==> config.mk <==
export PLATFORM = sky130hd
export DESIGN_NAME = div_seq_arb
export DESIGN_NICKNAME = d
export VERILOG_FILES = /design/src/rtl/div_seq_arb.sv
export SDC_FILE = /design/constraint.sdc
export NUM_CORES = 1
export LEC_CHECK = 0
export CAP_MARGIN = 20
export CORE_MARGIN = 8
export CORE_UTILIZATION = 35
export DETAILED_ROUTE_END_ITERATION = 6
export GPL_TIMING_DRIVEN = 1
export SYNTH_ARGS = -nofsm -noshare
export SYNTH_HDL_FRONTEND = slang
export SYNTH_SLANG_ARGS = --single-unit
==> constraint.sdc <==
create_clock -name clk -period 2.4 [get_ports clk]
set_input_delay 0.24 -clock clk [delete_from_list [all_inputs] [get_ports clk]]
set_output_delay 0.24 -clock clk [all_outputs]
set_load 0.05 [all_outputs]
==> src/rtl/div_seq_arb.sv <==
// div_seq_arb: two-requester arbiter in front of one shared sequential
// unsigned restoring divider (one quotient bit per CALC cycle).
// Optional build macro DIV_SEQ_ARB_RR_EN selects round-robin arbitration.
// Without it, fixed priority applies: req0 always wins.
module div_seq_arb #(
    parameter int W = 4
) (
    input  logic         clk,
    input  logic         rst,
    input  logic         req0,
    input  logic         req1,
    input  logic [W-1:0] a0,
    input  logic [W-1:0] b0,
    input  logic [W-1:0] a1,
    input  logic [W-1:0] b1,
    output logic         gnt0,
    output logic         gnt1,
    output logic         busy,
    output logic         done,
    output logic [W-1:0] q,
    output logic [W-1:0] r,
    output logic         id,
    output logic         dbz
);

    localparam int CW = $clog2(W);

    typedef enum logic [1:0] {
        IDLE,
        CALC,
        DONE
    } state_t;

    state_t state;
    state_t state_next;

    logic         pick1;      // arbitration winner is requester 1
    logic         take;       // a grant is issued this cycle
    logic [W-1:0] sel_a;
    logic [W-1:0] sel_b;

    logic [W-1:0]  a_reg;
    logic [W-1:0]  b_reg;
    logic          id_reg;
    logic [W-1:0]  q_work;
    logic [W-1:0]  q_next;
    logic [W:0]    p;         // partial remainder, one guard bit above W
    logic [W:0]    p_shift;
    logic [W:0]    p_next;
    logic          ge;
    logic [CW-1:0] cnt;

`ifdef DIV_SEQ_ARB_RR_EN
    logic rr_ptr;             // 1: requester 1 wins the next contended grant

    // Round-robin winner: a tie goes to whoever was not granted last
    always_comb begin
        pick1 = req1 && (!req0 || rr_ptr);
    end

    // Pointer flips to the requester that lost the grant just issued
    always_ff @(posedge clk) begin
        if (rst) begin
            rr_ptr <= 1'b0;
        end else if (take) begin
            rr_ptr <= ~pick1;
        end
    end
`else
    // Fixed priority winner: requester 0 always wins
    always_comb begin
        pick1 = req1 && !req0;
    end
`endif

    // Operand mux for the winning requester
    always_comb begin
        sel_a = pick1 ? a1 : a0;
        sel_b = pick1 ? b1 : b0;
    end

    // State register
    always_ff @(posedge clk) begin
        if (rst) begin
            state <= IDLE;
        end else begin
            state <= state_next;
        end
    end

    // Next-state, grant and status decode
    always_comb begin
        state_next = state;
        take       = 1'b0;
        gnt0       = 1'b0;
        gnt1       = 1'b0;
        busy       = (state != IDLE);
        done       = (state == DONE);
        case (state)
            IDLE: begin
                // grants are suppressed while reset is held so none is lost
                if (!rst && (req0 || req1)) begin
                    take       = 1'b1;
                    gnt0       = !pick1;
                    gnt1       = pick1;
                    state_next = (sel_b == '0) ? DONE : CALC;
                end
            end
            CALC: begin
                if (cnt == '0) begin
                    state_next = DONE;
                end
            end
            DONE: begin
                state_next = IDLE;
            end
            default: begin
                state_next = IDLE;
            end
        endcase
    end

    // One restoring-division step: shift in the next dividend bit, trial subtract
    always_comb begin
        p_shift = (p << 1) | {{W{1'b0}}, a_reg[cnt]};
        ge      = (p_shift >= {1'b0, b_reg});
        p_next  = ge ? (p_shift - {1'b0, b_reg}) : p_shift;
        q_next      = q_work;
        q_next[cnt] = ge;
    end

    // Operand capture, iteration state and result registers
    always_ff @(posedge clk) begin
        if (rst) begin
            a_reg  <= '0;
            b_reg  <= '0;
            id_reg <= 1'b0;
            q_work <= '0;
            p      <= '0;
            cnt    <= '0;
            q      <= '0;
            r      <= '0;
            id     <= 1'b0;
            dbz    <= 1'b0;
        end else begin
            case (state)
                IDLE: begin
                    if (take) begin
                        a_reg  <= sel_a;
                        b_reg  <= sel_b;
                        id_reg <= pick1;
                        q_work <= '0;
                        p      <= '0;
                        cnt    <= CW'(W - 1);
                        if (sel_b == '0) begin
                            q   <= '0;
                            r   <= '0;
                            id  <= pick1;
                            dbz <= 1'b1;
                        end
                    end
                end
                CALC: begin
                    p      <= p_next;
                    q_work <= q_next;
                    cnt    <= cnt - CW'(1);
                    if (cnt == '0) begin
                        q   <= q_next;
                        r   <= p_next[W-1:0];
                        id  <= id_reg;
                        dbz <= 1'b0;
                    end
                end
                default: begin
                end
            endcase
        end
    end

endmodule

==> results of run 1 <==
-- metal layers --
layer | wire (um) | global-route usage [%]
met3 | 191 | 4.826
met1 | 1892 | 13.33
met5 | 0 | 0
met4 | 76 | 3.883
met2 | 1974 | 20.62
-- worst paths after layout --
path | start | to | slack, ns
min reg2reg | p[3] | p[3] | 0.45
min | p[3] | p[3] | 0.45
max reg2reg | cnt[1] | p[2] | 0.18
max | cnt[1] | p[2] | 0.18
-- logic make-up (layout without fill, tap and decap cells) --
family                     after synthesis  in the layout  share of synthesized area [%]
and+or+nand+nor                         65             65                          19.08
AOI/OAI and AO/OA                       55             55                          23.98
DFF                                     30             30                          36.20
buffers and inverters                   20             59                          5.128
muxes                                   12             12                          7.315
adders and majority gates                9              9                          7.240
xor gates and xnor gates                 2              2                          1.056
-- final cells by class --
type | count | area [um^2] | share of cell area [%]
repair buffers | 44 | 432.9 | 19.55
flip-flops and latches | 30 | 601.8 | 27.18
well taps | 54 | 67.56 | 3.051
multi-input cells | 143 | 996.0 | 44.97
clock buffers | 6 | 82.58 | 3.729
inverters | 9 | 33.78 | 1.525
-- critical path: cells and delay by family, from the launching register on --
family	cells	cell delay [ns]
adders and majority gates	1	0.23
AOI/OAI and AO/OA	4	0.82
and+or+nand+nor	1	0.17
buffers and inverters	1	0.18
muxes	2	0.43
DFF	1	0.33
-- stage by stage --
stage                     power [uW]  hold slack, ns
after global routing            1789          0.4617
after detailed placement        1257          0.4433
after CTS                       1662          0.4515
final                           1677          0.4494
after floorplan                 1055          0.4316
after global placement          1249          0.4423
-- what timing repair did --
item / 4_1_cts / 5_1_grt
endpoints found under the hold margin: 0 / 0
setup endpoints to repair: 0 / 12
resized for setup: 0 / 2
setup buffers: 0 / 1
-- layout by cell type, fill, tap and decap left out, types with 2 or more instances in the layout --
master and instances:
nand2_1 16, nor3_1 6, buf_4 11, clkbuf_8 6
or2_2 3, a21oi_1 18, o21bai_1 2, mux2i_1 11
a2111o_1 3, nor4_2 2, o21a_1 2, inv_1 9
nand2b_1 4, nor2_1 23, o21ai_0 6, clkdlybuf4s50_1 31
a211oi_1 12, a211o_1 5, ha_1 7, dfxtp_1 29
nor2b_1 3, nor2_2 2, o31a_1 2, buf_12 2
-- report_power, final --
group / switching (uW) / leakage, uW / internal [uW] / total (uW)
registers: 39.0 / 0.000246 / 554 / 593
clock network: 186 / 0.0000431 / 221 / 407
logic: 391 / 0.000573 / 286 / 677
==> reports/results.tsv, run 1 <==
stage	metric	value	unit
critical_path	cells along the critical path	mux2i_1, mux2_2, ha_4, nand2b_1, a2111oi_4, buf_4, o21a_1, o21ai_0, a21oi_1	
critical_path	critical path required time	2.62	ns
synth	Synth warnings	0	
global_route	number of global-route vias before repair	1544	
min_path	Hold Path Class	reg -> reg	
clock_network	Post-CTS Hold Fix Bufs	0	
timing	final worst setup slack	0.1758	ns
finish	post-route cell area	2215	um^2
power	Power Dens Cells	757.2	nW/um^2
timing	final hold vios	0	
floorplan	I/O Pins	34	
timing	Worst Max-Slew Pin Slew	0.6284	ns
floorplan	Core Box Area	4661	um^2
clock_network	htree depth	2	
clock_network	clk_lat worst skew	0.29	ns
timing	Setup TNS	0	ns
synth	Top FF cell, synth	dfxtp_1	
synth	top cells by area, synth	dfxtp_1 (36%), mux2i_1 (6.6%), ha_1 (6.0%)	
timing	Worst Skew	0.002952	ns
job	Max Cap Viol	0	
placed_design	IO Port Bufs	33	
synth	commonest cells in the netlist	dfxtp_1 (30), nor2_1 (23), a21oi_1 (18)	
finish	ANT cells	0	
timing	final setup violation count	0	
placed_design	detailed placement HPWL	3.076	mm
timing	max frequency	449.6	MHz
placed_design	post-placement cell area	2111	um^2
synth	Post-Syn Area	1659	um^2
global_route	grt total ovfl	0	
finish	layout cell share with drive strength beyond 1	13.79	%
routing	Antenna Nets Post-Route	0	
synth	net count after synthesis	222	
synth	most frequent cell after synthesis	dfxtp_1	
finish	number of fill cells	470	
clock_network	CTS tree	yes	
global_route	initial antenna violation count	0	
outcome	outcome	finished clean	
min_path	hold depth	2	
timing	max-slew violations	0	
clock_network	total CTS buffers	5	
critical_path	worst reg-to-reg path cell count	9	
critical_path	CP max stage cell	a2111oi_4	
floorplan	die area	7200	um^2
placed_design	dpl cells	279	
synth	Seq cells post-synth	30	
critical_path	Critical Path Fanout Max	5	
floorplan	cell row count	25	
clock_network	Root Driver	clkbuf_8	
power	Worst VDD drop	0.3963	mV
routing	DR iter-0 viols	67	
critical_path	crit path kind	reg -> reg	
synth	area leader, netlist	dfxtp_1	
synth	sequential fraction of the synthesis area	36.20	%
critical_path	Worst Setup End Kind	flip-flop	
timing	Rel. slew slack	58.06	%
placed_design	Placement Setup Slack	0.04524	ns
finish	final std cells w/o fill	286	
floorplan	Die Y	84.85	um
routing	drt via density	5.217	
global_route	All-Layer GR Usage	12.07	%
global_route	global-route wire length before repair	6.955	mm
clock_network	CTS max path bufs	2	
synth	EDFF count, synth	0	
routing	DRT Wirelength	4.135	mm
synth	Post-Syn Instances	193	
routing	WL/cell	14.46	um
clock_network	Num Clock Sinks	30	
timing	Final period util	92.67	%
finish	fin nets	262	
timing	RSZ-0062 raised after global routing	false	
floorplan	Initial Util	35.60	%
synth	synthesized area per cell	8.596	um^2
synth	Async S/R FF share, synth	0	%
placed_design	gpl congestion	0.8524	
routing	DRC violations left	0	
critical_path	Largest stage delay, worst path	0.44	ns
critical_path	crit path DAT	2.44	ns
routing	Initial DRT Pass Iterations	4	
finish	Util after Layout	47.52	%
global_route	largest net degree at the start of global routing	33	
floorplan	Die X	84.85	um
power	P_leak	0.0008617	uW
synth	unique cell type count in the Yosys netlist	39	
routing	Vias	1492	
synth	post-synth top area share	36.20	%
finish	Syn-to-layout area delta	33.48	%
timing	Final min period	2.224	ns
clock_network	Clk pin slew, worst setup/hold paths	0.06	ns
critical_path	CP startpoint kind	flip-flop	
Power figures use the tool's default switching activity.
==> run 2, diff against run 1 <==
clock period = 2.2 ns   (was 2.4 ns; I/O delays follow)
==> reports/results.tsv, run 2 (same netlist as run 1, synthesis figures left out) <==
stage	metric	value	unit
outcome	outcome	finished clean	
clock_network	total CTS buffers	5	
critical_path	CP startpoint kind	flip-flop	
clock_network	CTS max path bufs	2	
routing	drt via density	5.118	
critical_path	Largest stage delay, worst path	0.39	ns
timing	max-slew violations	0	
job	Max Cap Viol	0	
routing	DRC violations left	0	
finish	fin nets	270	
routing	WL/cell	13.78	um
global_route	gr busiest metal	met2	
floorplan	Initial Util	35.60	%
min_path	Hold Path Class	reg -> reg	
finish	layout cell share with drive strength beyond 1	18.18	%
floorplan	Die X	84.85	um
clock_network	Post-CTS Hold Fix Bufs	0	
clock_network	clk_lat worst skew	0.28	ns
critical_path	cells along the critical path	mux2i_1, mux2_4, ha_4, nand2b_4, a2111oi_4, nor2_2, a211o_1, a21oi_2	
routing	Vias	1515	
timing	Rel. slew slack	66.64	%
critical_path	Worst Setup End Kind	flip-flop	
timing	Final min period	2.110	ns
critical_path	worst path buffer plus inverter count	0	
floorplan	cell row count	25	
global_route	grt met1 use	13.79	%
global_route	All-Layer GR Usage	12.05	%
global_route	number of global-route vias before repair	1512	
critical_path	CP max stage cell	a2111oi_4	
floorplan	die area	7200	um^2
timing	Worst Max-Slew Pin Slew	0.4988	ns
routing	Initial DRT Pass Iterations	4	
global_route	met3 Use GR	3.185	%
routing	Antenna Nets Post-Route	0	
critical_path	critical path required time	2.41	ns
finish	ANT cells	0	
timing	Worst Skew	0.006358	ns
global_route	initial antenna violation count	0	
timing	final worst setup slack	0.08963	ns
critical_path	Critical Path Fanout Max	4	
timing	Final period util	95.93	%
routing	DRT Wirelength	4.079	mm
floorplan	Core Box Area	4661	um^2
clock_network	Root Driver	clkbuf_8	
finish	most frequent cells in the layout	clkdlybuf4s50_1 (31), dfxtp_1 (29), nor2_1 (23)	
placed_design	post-placement cell area	2171	um^2
timing	final setup violation count	0	
power	P_leak	0.0009162	uW
placed_design	IO Port Bufs	33	
critical_path	crit path kind	reg -> reg	
power	Power Dens Cells	835.5	nW/um^2
placed_design	detailed placement HPWL	3.141	mm
timing	final hold vios	0	
global_route	grt total ovfl	0	
global_route	GRT met2 Usage	20.40	%
critical_path	delay-heaviest family, CP	compound AO/OA/AOI/OAI gates	
clock_network	CTS tree	yes	
finish	Syn-to-layout area delta	38.76	%
clock_network	htree depth	2	
floorplan	I/O Pins	34	
timing	RSZ-0062 raised after global routing	true	
timing	max frequency	473.9	MHz
finish	post-route cell area	2302	um^2
placed_design	Placement Setup Slack	-0.09603	ns
floorplan	Die Y	84.85	um
power	Worst VDD drop	0.3419	mV
placed_design	gpl congestion	0.8612	
routing	DR iter-0 viols	108	
finish	commonest non-fill, non-tap cell in the layout	clkdlybuf4s50_1	
critical_path	crit path DAT	2.32	ns
global_route	largest net degree at the start of global routing	33	
clock_network	Num Clock Sinks	30	
clock_network	Clk pin slew, worst setup/hold paths	0.06	ns
global_route	global-route wire length before repair	6.941	mm
[run 2: cell types whose count changed in the layout (fill, tap and decap cells not counted), sizes merged]
cell,before,now
buf,13,21
clkbuf,6,7
clkinv,0,1
[run 2: worst paths after layout]
check                           startpoint  endpoint  slack, ns  cells past startpoint
worst max-delay path                cnt[1]      p[1]       0.09                      8
worst max register to register      cnt[1]      p[1]       0.09                      8
worst min register to register        p[3]      p[3]       0.45                      2
worst min-delay path                  p[3]      p[3]       0.45                      2
[run 2: where the power goes]
part | switching, uW | leakage (uW) | internal (uW) | total [uW]
logic | 447 | 0.000622 | 377 | 824
registers | 42.7 | 0.000246 | 604 | 647
clock network | 201 | 0.0000482 | 252 | 453
total | 690 | 0.000916 | 1230 | 1920
[run 2: cell type report]
class	instances	area (um^2)
tap	54	67.56
multi-input combinational	143	1015
sequential	30	601.8
clock buffer	7	86.33
fill	445	2359
inverter	9	33.78
timing repair buffer	52	493.0
clock inverter	1	5.005
[run 2: worst min-delay path: stages, from the launching register on]
cell,delay (ns)
dfxtp_1,0.30
nand2_1,0.05
a21oi_1,0.05
[run 2: timing repair]
action / in CTS / in global routing
pin swaps: 2 / 4
buffers inserted: 1 / 0
resized for setup: 4 / 4
endpoints found under the setup margin: 9 / 8
[run 2: layer usage]
layer,wire length [um],part of all wire (%)
met1,1912,47
met2,1953,48
met4,90,2.2
met5,0,0
met3,124,3.0
[run 2: stage by stage]
stage / hold slack [ns] / util [%] / power [uW] / std cells / setup TNS, ns
2_1_floorplan: 0.4316 / - / 1153 / 193 / -0.08596
4_1_cts: 0.4512 / 49.23 / 1921 / 296 / 0
6_report: 0.4480 / 49.40 / 1924 / 296 / 0
3_5_place_dp: 0.4422 / 46.58 / 1429 / 287 / -0.2194
3_3_place_gp: 0.4431 / 46.58 / 1430 / 287 / -0.06409
5_1_grt: 0.4695 / 49.40 / 2062 / 296 / -0.04304
==> run 3, diff against run 2 <==
SKIP_CTS_REPAIR_TIMING = 1   (was unset)
==> reports/results.tsv, run 3 (same netlist as run 1, synthesis figures left out) <==
stage	metric	value	unit
outcome	outcome	finished, violations left	
outcome	failing checks	negative setup slack	
routing	Initial DRT Pass Iterations	4	
global_route	largest net degree at the start of global routing	33	
placed_design	Placement Setup Slack	-0.09603	ns
placed_design	post-placement cell area	2171	um^2
placed_design	gpl congestion	0.8612	
routing	DRT Wirelength	4.106	mm
global_route	initial antenna violation count	0	
finish	Util after Layout	49.58	%
routing	Antenna Nets Post-Route	0	
timing	Final min period	2.206	ns
clock_network	Root Driver	clkbuf_8	
job	Max Cap Viol	0	
global_route	All-Layer GR Usage	11.97	%
timing	Worst Max-Slew Pin Slew	0.4988	ns
routing	Vias	1521	
floorplan	Die X	84.85	um
power	Clk pwr share	23.4	%
routing	DR iter-0 viols	112	
floorplan	Initial Util	35.60	%
timing	max frequency	453.3	MHz
routing	DRC violations left	0	
finish	most frequent cells in the layout	clkdlybuf4s50_1 (31), dfxtp_1 (29), nor2_1 (23)	
timing	final worst setup slack	-0.006272	ns
timing	Final period util	100.3	%
floorplan	I/O Pins	34	
finish	commonest non-fill, non-tap cell in the layout	clkdlybuf4s50_1	
finish	post-route cell area	2311	um^2
placed_design	IO Port Bufs	33	
floorplan	cell row count	25	
timing	Rel. slew slack	66.64	%
power	Sw Share	35.98	%
power	Pint	1234	uW
power	net switching power	693.8	uW
timing	RSZ-0062 raised after global routing	true	
critical_path	critical path required time	2.41	ns
global_route	global-route wire length before repair	6.900	mm
global_route	grt total ovfl	0	
timing	final setup violation count	1	
clock_network	Clk pin slew, worst setup/hold paths	0.06	ns
critical_path	Worst Setup End Kind	flip-flop	
finish	fin nets	270	
routing	drt via density	5.139	
floorplan	die area	7200	um^2
finish	Syn-to-layout area delta	39.29	%
timing	final hold vios	0	
clock_network	Num Clock Sinks	30	
clock_network	clk_lat worst skew	0.28	ns
clock_network	total CTS buffers	5	
clock_network	CTS tree	yes	
timing	hold slack	0.4479	ns
power	Worst VDD drop	0.3382	mV
power	Flop pwr share	33.6	%
clock_network	htree depth	2	
critical_path	CP startpoint kind	flip-flop	
global_route	number of global-route vias before repair	1511	
timing	Worst Skew	0.006028	ns
placed_design	detailed placement HPWL	3.141	mm
finish	layout cell share with drive strength beyond 1	18.60	%
critical_path	crit path DAT	2.42	ns
routing	WL/cell	13.87	um
floorplan	Core Box Area	4661	um^2
critical_path	Critical Path Fanout Max	5	
power	Logic pwr share	43.0	%
timing	max-slew violations	0	
floorplan	Die Y	84.85	um
clock_network	CTS max path bufs	2	
power	Power Dens Cells	834.3	nW/um^2
min_path	Hold Path Class	reg -> reg	
power	P_leak	0.0009190	uW
finish	ANT cells	0	
critical_path	crit path kind	reg -> reg	
run 3: cell counts in the layout (fill, tap and decap cells not counted):
Identical to the previous run, type by type.
run 3: cell type report:
type / count / area, um^2
Timing Repair Buffer: 52 / 493.0
Clock buffer: 7 / 86.33
Multi-Input combinational cell: 143 / 1021
Fill cell: 445 / 2350
Clock inverter: 1 / 5.005
Inverter: 9 / 33.78
Tap cell: 54 / 67.56
Sequential cell: 30 / 604.3
run 3: path summary, 6_finish.rpt:
path	end	depth (start not counted)	start	slack (ns)
setup / recovery	p[1]	9	cnt[1]	-0.006
hold / removal	p[3]	2	p[3]	0.45
setup reg to reg	p[1]	9	cnt[1]	-0.006
hold reg to reg	p[3]	2	p[3]	0.45
run 3: critical path, stage by stage (launching register included):
cell and delay, ns:
dfxtp_4 0.36, mux2i_1 0.12, mux2_4 0.28, ha_4 0.23, nand2b_4 0.14, a2111oi_4 0.34, buf_4 0.20, nor2_2 0.05
a211o_1 0.29, a21oi_2 0.13
run 3: power by group through the flow:
| stage | Clock [uW] | Combinational, uW | Sequential (uW) |
|---|---|---|---|
| after floorplan | 0 | 457 | 697 |
| after global placement | 0 | 775 | 655 |
| after detailed placement | 0 | 773 | 656 |
| after CTS | 464 | 779 | 645 |
| after global routing | 501 | 907 | 657 |
| final | 451 | 829 | 648 |
run 3: routing by layer:
| metal | wire length [um] | vias to the layer above | part of all wire [%] | track usage [%] |
|---|---|---|---|---|
| met1 | 1912 | 702 | 47 | 13.73 |
| met3 | 120 | 12 | 2.9 | 3.282 |
| li1 | - | 784 | - | - |
| met2 | 1977 | 23 | 48 | 20.19 |
| met5 | 0 | - | 0 | 0 |
| met4 | 97 | 0 | 2.4 | 5.502 |
run 3: stage by stage:
stage                     cells  total power (uW)  setup TNS (ns)
after floorplan             193              1153        -0.08596
after global placement      287              1430        -0.06409
after detailed placement    287              1429         -0.2194
after CTS                   295              1888         -0.5502
after global routing        296              2065         -0.1920
final                       296              1928       -0.006272
